$ cat config.mk
export PLATFORM = sky130hd
export DESIGN_NAME = cache_arbiter_flat
export DESIGN_NICKNAME = d
export VERILOG_FILES = /design/src/rtl/cache_arbiter_if.sv /design/src/rtl/cache_arbiter.sv /design/src/flat_wrapper.sv
export SDC_FILE = /design/constraint.sdc
export NUM_CORES = 1
export LEC_CHECK = 0
export ABC_AREA = 1
export CAP_MARGIN = 5
export CORE_AREA = 3 3 272 274
export CTS_CLUSTER_SIZE = 20
export DETAILED_ROUTE_END_ITERATION = 16
export DIE_AREA = 0 0 275 277
export SLEW_MARGIN = 20
export SYNTH_ARGS = -nofsm -noshare
export SYNTH_HDL_FRONTEND = slang
export SYNTH_SLANG_ARGS = --single-unit
$ cat constraint.sdc
create_clock -name clk -period 4.2 [get_ports clk]
set_input_delay 0.42 -clock clk [delete_from_list [all_inputs] [get_ports clk]]
set_output_delay 0.42 -clock clk [all_outputs]
set_load 0.01 [all_outputs]
$ cat src/rtl/cache_arbiter_if.sv
// Cache-to-pmem arbiter bus bundle: I-cache port, D-cache port and physical memory port.
// slave = arbiter side, master = caches + physical memory side.
interface cache_arbiter_if #(
    parameter int unsigned ADDR_WIDTH  = 16,
    parameter int unsigned BLOCK_WIDTH = 128
);
    logic                   i_pmem_read;
    logic [ADDR_WIDTH-1:0]  i_pmem_address;
    logic                   i_pmem_resp;
    logic [BLOCK_WIDTH-1:0] i_pmem_rdata;

    logic                   d_pmem_read;
    logic                   d_pmem_write;
    logic [ADDR_WIDTH-1:0]  d_pmem_address;
    logic [BLOCK_WIDTH-1:0] d_pmem_wdata;
    logic                   d_pmem_resp;
    logic [BLOCK_WIDTH-1:0] d_pmem_rdata;

    logic                   pmem_read;
    logic                   pmem_write;
    logic [ADDR_WIDTH-1:0]  pmem_address;
    logic [BLOCK_WIDTH-1:0] pmem_wdata;
    logic                   pmem_resp;
    logic [BLOCK_WIDTH-1:0] pmem_rdata;

    modport slave (
        input  i_pmem_read, i_pmem_address,
        output i_pmem_resp, i_pmem_rdata,
        input  d_pmem_read, d_pmem_write, d_pmem_address, d_pmem_wdata,
        output d_pmem_resp, d_pmem_rdata,
        output pmem_read, pmem_write, pmem_address, pmem_wdata,
        input  pmem_resp, pmem_rdata
    );

    modport master (
        output i_pmem_read, i_pmem_address,
        input  i_pmem_resp, i_pmem_rdata,
        output d_pmem_read, d_pmem_write, d_pmem_address, d_pmem_wdata,
        input  d_pmem_resp, d_pmem_rdata,
        input  pmem_read, pmem_write, pmem_address, pmem_wdata,
        output pmem_resp, pmem_rdata
    );
endinterface

$ cat src/rtl/cache_arbiter.sv
// Serialises I-cache and D-cache block requests onto one pmem port; all outputs registered.
// Optional ARB_ROUND_ROBIN_EN: contention resolved by a flipping priority pointer instead of fixed D-over-I.
module cache_arbiter #(
    parameter int unsigned ADDR_WIDTH  = 16,
    parameter int unsigned BLOCK_WIDTH = 128
) (
    input  logic            clk,
    input  logic            reset,
    cache_arbiter_if.slave  bus
);

    typedef enum logic [2:0] {
        S_IDLE,
        S_GRANT_I,
        S_GRANT_D,
        S_DONE_I,
        S_DONE_D
    } state_t;

    state_t                 r_state,        w_state;
    logic                   r_pmem_read,    w_pmem_read;
    logic                   r_pmem_write,   w_pmem_write;
    logic [ADDR_WIDTH-1:0]  r_pmem_address, w_pmem_address;
    logic [BLOCK_WIDTH-1:0] r_pmem_wdata,   w_pmem_wdata;
    logic                   r_i_resp,       w_i_resp;
    logic                   r_d_resp,       w_d_resp;
    logic [BLOCK_WIDTH-1:0] r_i_rdata,      w_i_rdata;
    logic [BLOCK_WIDTH-1:0] r_d_rdata,      w_d_rdata;

    logic w_i_req;
    logic w_d_req;
    logic w_contend;
    logic w_pick_d;

    assign w_i_req   = bus.i_pmem_read;
    assign w_d_req   = bus.d_pmem_read | bus.d_pmem_write;
    assign w_contend = w_i_req & w_d_req;

`ifdef ARB_ROUND_ROBIN_EN
    // 1 = D-cache holds priority on the next contended grant
    logic r_prio_d, w_prio_d;
    assign w_pick_d = w_d_req & (~w_i_req | r_prio_d);
`else
    assign w_pick_d = w_d_req;
`endif

    // Next-state and next-output decode
    always_comb begin
        w_state        = r_state;
        w_pmem_read    = r_pmem_read;
        w_pmem_write   = r_pmem_write;
        w_pmem_address = r_pmem_address;
        w_pmem_wdata   = r_pmem_wdata;
        w_i_resp       = 1'b0;
        w_d_resp       = 1'b0;
        w_i_rdata      = r_i_rdata;
        w_d_rdata      = r_d_rdata;
`ifdef ARB_ROUND_ROBIN_EN
        w_prio_d       = r_prio_d;
`endif

        case (r_state)
            S_IDLE: begin
                if (w_pick_d) begin
                    w_state        = S_GRANT_D;
                    w_pmem_address = bus.d_pmem_address;
                    w_pmem_wdata   = bus.d_pmem_wdata;
                    // write wins if a cache ever raises both strobes
                    w_pmem_write   = bus.d_pmem_write;
                    w_pmem_read    = ~bus.d_pmem_write;
                end else if (w_i_req) begin
                    w_state        = S_GRANT_I;
                    w_pmem_address = bus.i_pmem_address;
                    w_pmem_wdata   = '0;
                    w_pmem_write   = 1'b0;
                    w_pmem_read    = 1'b1;
                end
`ifdef ARB_ROUND_ROBIN_EN
                if (w_contend) begin
                    w_prio_d = ~r_prio_d;
                end
`endif
            end
            S_GRANT_I: begin
                if (bus.pmem_resp) begin
                    w_state      = S_DONE_I;
                    w_pmem_read  = 1'b0;
                    w_pmem_write = 1'b0;
                    w_i_resp     = 1'b1;
                    w_i_rdata    = bus.pmem_rdata;
                end
            end
            S_GRANT_D: begin
                if (bus.pmem_resp) begin
                    w_state      = S_DONE_D;
                    w_pmem_read  = 1'b0;
                    w_pmem_write = 1'b0;
                    w_d_resp     = 1'b1;
                    if (r_pmem_read) begin
                        w_d_rdata = bus.pmem_rdata;
                    end
                end
            end
            S_DONE_I,
            S_DONE_D: begin
                w_state = S_IDLE;
            end
            default: begin
                w_state      = S_IDLE;
                w_pmem_read  = 1'b0;
                w_pmem_write = 1'b0;
            end
        endcase
    end

    // State and output registers
    always_ff @(posedge clk) begin
        if (reset) begin
            r_state        <= S_IDLE;
            r_pmem_read    <= 1'b0;
            r_pmem_write   <= 1'b0;
            r_pmem_address <= '0;
            r_pmem_wdata   <= '0;
            r_i_resp       <= 1'b0;
            r_d_resp       <= 1'b0;
            r_i_rdata      <= '0;
            r_d_rdata      <= '0;
`ifdef ARB_ROUND_ROBIN_EN
            r_prio_d       <= 1'b1;
`endif
        end else begin
            r_state        <= w_state;
            r_pmem_read    <= w_pmem_read;
            r_pmem_write   <= w_pmem_write;
            r_pmem_address <= w_pmem_address;
            r_pmem_wdata   <= w_pmem_wdata;
            r_i_resp       <= w_i_resp;
            r_d_resp       <= w_d_resp;
            r_i_rdata      <= w_i_rdata;
            r_d_rdata      <= w_d_rdata;
`ifdef ARB_ROUND_ROBIN_EN
            r_prio_d       <= w_prio_d;
`endif
        end
    end

    assign bus.pmem_read    = r_pmem_read;
    assign bus.pmem_write   = r_pmem_write;
    assign bus.pmem_address = r_pmem_address;
    assign bus.pmem_wdata   = r_pmem_wdata;
    assign bus.i_pmem_resp  = r_i_resp;
    assign bus.i_pmem_rdata = r_i_rdata;
    assign bus.d_pmem_resp  = r_d_resp;
    assign bus.d_pmem_rdata = r_d_rdata;

endmodule

$ cat src/flat_wrapper.sv
// flat-port wrapper written by rule: the top's interface ports become plain ports
module cache_arbiter_flat 
#(
    parameter int unsigned ADDR_WIDTH  = 16,
    parameter int unsigned BLOCK_WIDTH = 128
)
  (clk, reset, bus_i_pmem_read, bus_i_pmem_address, bus_i_pmem_resp, bus_i_pmem_rdata, bus_d_pmem_read, bus_d_pmem_write, bus_d_pmem_address, bus_d_pmem_wdata, bus_d_pmem_resp, bus_d_pmem_rdata, bus_pmem_read, bus_pmem_write, bus_pmem_address, bus_pmem_wdata, bus_pmem_resp, bus_pmem_rdata);
  cache_arbiter_if #(.ADDR_WIDTH(ADDR_WIDTH), .BLOCK_WIDTH(BLOCK_WIDTH)) bus_i ();
  input  logic clk;
  input  logic reset;
  input wire logic [$bits(bus_i.i_pmem_read)-1:0] bus_i_pmem_read;
  input wire logic [$bits(bus_i.i_pmem_address)-1:0] bus_i_pmem_address;
  output wire logic [$bits(bus_i.i_pmem_resp)-1:0] bus_i_pmem_resp;
  output wire logic [$bits(bus_i.i_pmem_rdata)-1:0] bus_i_pmem_rdata;
  input wire logic [$bits(bus_i.d_pmem_read)-1:0] bus_d_pmem_read;
  input wire logic [$bits(bus_i.d_pmem_write)-1:0] bus_d_pmem_write;
  input wire logic [$bits(bus_i.d_pmem_address)-1:0] bus_d_pmem_address;
  input wire logic [$bits(bus_i.d_pmem_wdata)-1:0] bus_d_pmem_wdata;
  output wire logic [$bits(bus_i.d_pmem_resp)-1:0] bus_d_pmem_resp;
  output wire logic [$bits(bus_i.d_pmem_rdata)-1:0] bus_d_pmem_rdata;
  output wire logic [$bits(bus_i.pmem_read)-1:0] bus_pmem_read;
  output wire logic [$bits(bus_i.pmem_write)-1:0] bus_pmem_write;
  output wire logic [$bits(bus_i.pmem_address)-1:0] bus_pmem_address;
  output wire logic [$bits(bus_i.pmem_wdata)-1:0] bus_pmem_wdata;
  input wire logic [$bits(bus_i.pmem_resp)-1:0] bus_pmem_resp;
  input wire logic [$bits(bus_i.pmem_rdata)-1:0] bus_pmem_rdata;
  assign bus_i.i_pmem_read = bus_i_pmem_read;
  assign bus_i.i_pmem_address = bus_i_pmem_address;
  assign bus_i_pmem_resp = bus_i.i_pmem_resp;
  assign bus_i_pmem_rdata = bus_i.i_pmem_rdata;
  assign bus_i.d_pmem_read = bus_d_pmem_read;
  assign bus_i.d_pmem_write = bus_d_pmem_write;
  assign bus_i.d_pmem_address = bus_d_pmem_address;
  assign bus_i.d_pmem_wdata = bus_d_pmem_wdata;
  assign bus_d_pmem_resp = bus_i.d_pmem_resp;
  assign bus_d_pmem_rdata = bus_i.d_pmem_rdata;
  assign bus_pmem_read = bus_i.pmem_read;
  assign bus_pmem_write = bus_i.pmem_write;
  assign bus_pmem_address = bus_i.pmem_address;
  assign bus_pmem_wdata = bus_i.pmem_wdata;
  assign bus_i.pmem_resp = bus_pmem_resp;
  assign bus_i.pmem_rdata = bus_pmem_rdata;
  cache_arbiter #(.ADDR_WIDTH(ADDR_WIDTH), .BLOCK_WIDTH(BLOCK_WIDTH)) u_core (.clk(clk), .reset(reset), .bus(bus_i));
endmodule
==> run_results.csv <==
group,metric,value,unit
status,status,"completed",
pwr,vdd_drop_max,0.311,mV
drt,via_per_inst,4.36,
cts,cts_hold_buf,0,
logic_synthesis,yosysWarnings,0,
logic_synthesis,yosys.area.top_type,"dfxtp_1",
final_layout,synthToLayoutAreaGrowth,64.2,%
setup_path,critPathKind,"flip-flop to primary output",
logic_synthesis,synth_fp_nets,2168,
logic_synthesis,synth_cells,1874,
logic_synthesis,yosysSeqAreaShare,0.557,
setup_path,regToRegStartpoint,"u_core.bus.pmem_read$_SDFFE_PP0P_",
floorplan,die_area,76200,um2
cts,cts_tree,"built",
final_layout,num-fill-cells,7483,
pwr,power.leakage,8.82,nW
logic_synthesis,synthArstFlopShare,0,
final_layout,layout.nets,2772,
logic_synthesis,avgSynthCellArea,7.81,um2
floorplan,die_y,277,um
setup_path,cp_max_fo,53,
drt,ant_nets,0,
drt,wl_per_cell,18.9,um
sta,max_slew.worst_pin.slew,1000,ps
sta,setup_violations,0,
global_route,grt_pass1_wl,95.7,mm
setup_path,critPathLaunchType,"flip-flop",
placement,placed_area,22400,um2
final_layout,fin_cells,3469,
logic_synthesis,yosysMostFrequentCell,"nand2_1",
setup_path,cpMaxStageDelayCell,"dfxtp_4",
drt,drc,0,
cts,post-cts-setup-buffer-count,0,
drt,num_vias,15134,
placement,dp_hpwl,44.6,mm
logic_synthesis,synth_edf_count,0,
setup_path,ff2ff_setup_slack,1870,ps
floorplan,core_area,71600,um2
hold_path,hp-class,"primary input to flip-flop",
hold_path,holdPathEnd,"u_core.bus.d_pmem_rdata[49]$_SDFFE_PP0P_",
placement,portBuffers,697,
sta,whs,191,ps
hold_path,min-delay-start,"reset",
setup_path,arrival,2110,ps
job,max-cap-violations,0,
cts,clock_sinks,407,
cts,clk_latency,560,ps
pwr,p_per_area,441,nW/um2
placement,gp_congestion,0.801,
floorplan,rows,98,
final_layout,drive_gt1_frac,0.0453,
cts,cts_resized,0,
cts,path_clk_slew,60,ps
sta,finalClockSkew,14.7,ps
setup_path,r2r_cells,4,
sta,slew_viol_final,0,
global_route,grt_pass1_vias,14899,
floorplan,dieWidth,275,um
sta,relSlewSlack,0.331,
setup_path,crit_buf_inv,1,
cts,cts_max_level,2,
setup_path,path_delay_family,"flip-flops",
floorplan,start_util,0.204,
drt,wl,65.6,mm
cts,clock_path_buffers,3,
logic_synthesis,yosysTopAreaCellShare,0.557,
setup_path,critPathCaptureType,"primary output",
sta,period_share,0.603,
setup_path,critical_path_required,3780,ps
cts,cts-root-buf,"clkbuf_16",
logic_synthesis,synth_seq_cells,407,
setup_path,crit_chain,"clkdlybuf4s50_1",
placement,placed_cells,3379,
logic_synthesis,ys.flop_type,"dfxtp_1",
logic_synthesis,synthTopCellsByArea,"dfxtp_1 56%, nand2_1 11%, a21oi_1 8.9%",
hold_path,whs_path_depth,2,
sta,fmax,0.395,GHz
cts,cts_buffers,47,
drt,drt_iter0_drc,684,
logic_synthesis,synth.cell_area,14600,um2
logic_synthesis,yosysUniqueCellTypes,20,
setup_path,reg2reg_to,"u_core.bus.d_pmem_rdata[32]$_SDFFE_PP0P_",
logic_synthesis,synth_common_cells,"446 x nand2_1, 407 x dfxtp_1, 299 x nor2_1, 259 x a21oi_1, 130 x nand4_1",
global_route,grt.overflow.total,0,
floorplan,ios,698,
sta,hold_viol_final,0,
final_layout,design_area,24000,um2
sta,final.min_clock_period,2530,ps
setup_path,slowest_delay,860,ps
drt,first_pass_iters,5,
global_route,antenna_found_initial,4,
sta,rsz0062_at_grt,"false",
global_route,grt_usage,0.162,
sta,fin_setup_tns,0,ps
global_route,grt_max_degree,153,
## kinds of logic after synthesis
group,count (synthesis),share of synthesized area
AO/OA/AOI/OAI,404,0.138
flip-flops,407,0.557
buffers and inverters,177,0.0533
AND/OR/NAND/NOR,886,0.252
## how the worst max path moves through the flow
stage,from,to,slack (ps),cells past startpoint
floorplan,bus_pmem_resp,u_core.bus.i_pmem_rdata[27]$_SDFFE_PP0P_,2670,8
global placement,bus_d_pmem_write,u_core.bus.pmem_wdata[17]$_SDFFE_PP0P_,1270,9
detailed placement,bus_d_pmem_write,u_core.bus.pmem_wdata[56]$_SDFFE_PP0P_,1130,9
CTS,u_core.bus.pmem_read$_SDFFE_PP0P_,bus_pmem_read,1590,1
global route,bus_d_pmem_write,u_core.bus.pmem_wdata[56]$_SDFFE_PP0P_,1490,9
finish,u_core.bus.pmem_read$_SDFFE_PP0P_,bus_pmem_read,1670,1
## placed cells by master, fill, tap and decap left out, drive strengths merged
cell | netlist | layout
clkdlybuf4s50 | 0 | 695
nand2 | 447 | 447
dfxtp | 407 | 407
nor2 | 301 | 301
a21oi | 259 | 259
o21ai | 145 | 145
nand4 | 130 | 130
clkbuf | 84 | 64
buf | 78 | 22
inv | 15 | 15
clkinv | 0 | 12
bufinv | 0 | 6
nand3 | 6 | 6
diode | 0 | 4
clkinvlp | 0 | 4
nor3 | 2 | 2
## metrics by stage
step / util / total power [mW] / setup slack [ps]
finish: 0.335 / 10.6 / 1670
global placement: 0.313 / 6.38 / 1270
CTS: 0.335 / 10.8 / 1590
global route: 0.335 / 11.1 / 1490
floorplan: - / 5.20 / 2670
detailed placement: 0.313 / 6.38 / 1130
## where the power goes
group	total (mW)	switching (mW)	internal (mW)
registers	4.31	0.179	4.13
logic	1.97	1.07	0.906
clock network	4.31	1.69	2.62
total	10.6	2.93	7.66
## sequential cells by signal (all words and copies together), names as in the netlist
signal / cells
u_core.bus.pmem_read: 1
u_core.bus.pmem_write: 1
u_core.bus.i_pmem_resp: 1
u_core.r_state: 3
u_core.bus.i_pmem_rdata: 128
u_core.bus.d_pmem_resp: 1
u_core.bus.pmem_address: 16
u_core.bus.d_pmem_rdata: 128
u_core.bus.pmem_wdata: 128
## layer usage
metal / vias to the layer above / GRT usage / part of all wire
li1: 7421 / - / -
met1: 7050 / 0.185 / 0.39
met2: 562 / 0.276 / 0.48
met3: 101 / 0.0567 / 0.093
met4: 0 / 0.0634 / 0.039
met5: - / 0 / 0
## layout make-up
cell class	count	area [um2]	share of cell area
antenna	4	10.0	0.000417
clock buffer	64	1350	0.0563
clock inverter	22	278	0.0116
inverter	15	63.8	0.00266
multi-input combinational	1290	5740	0.239
sequential	407	8150	0.339
tap	950	1190	0.0495
timing repair buffer	717	7240	0.301
No activity file was read; power rests on OpenSTA's default activity.
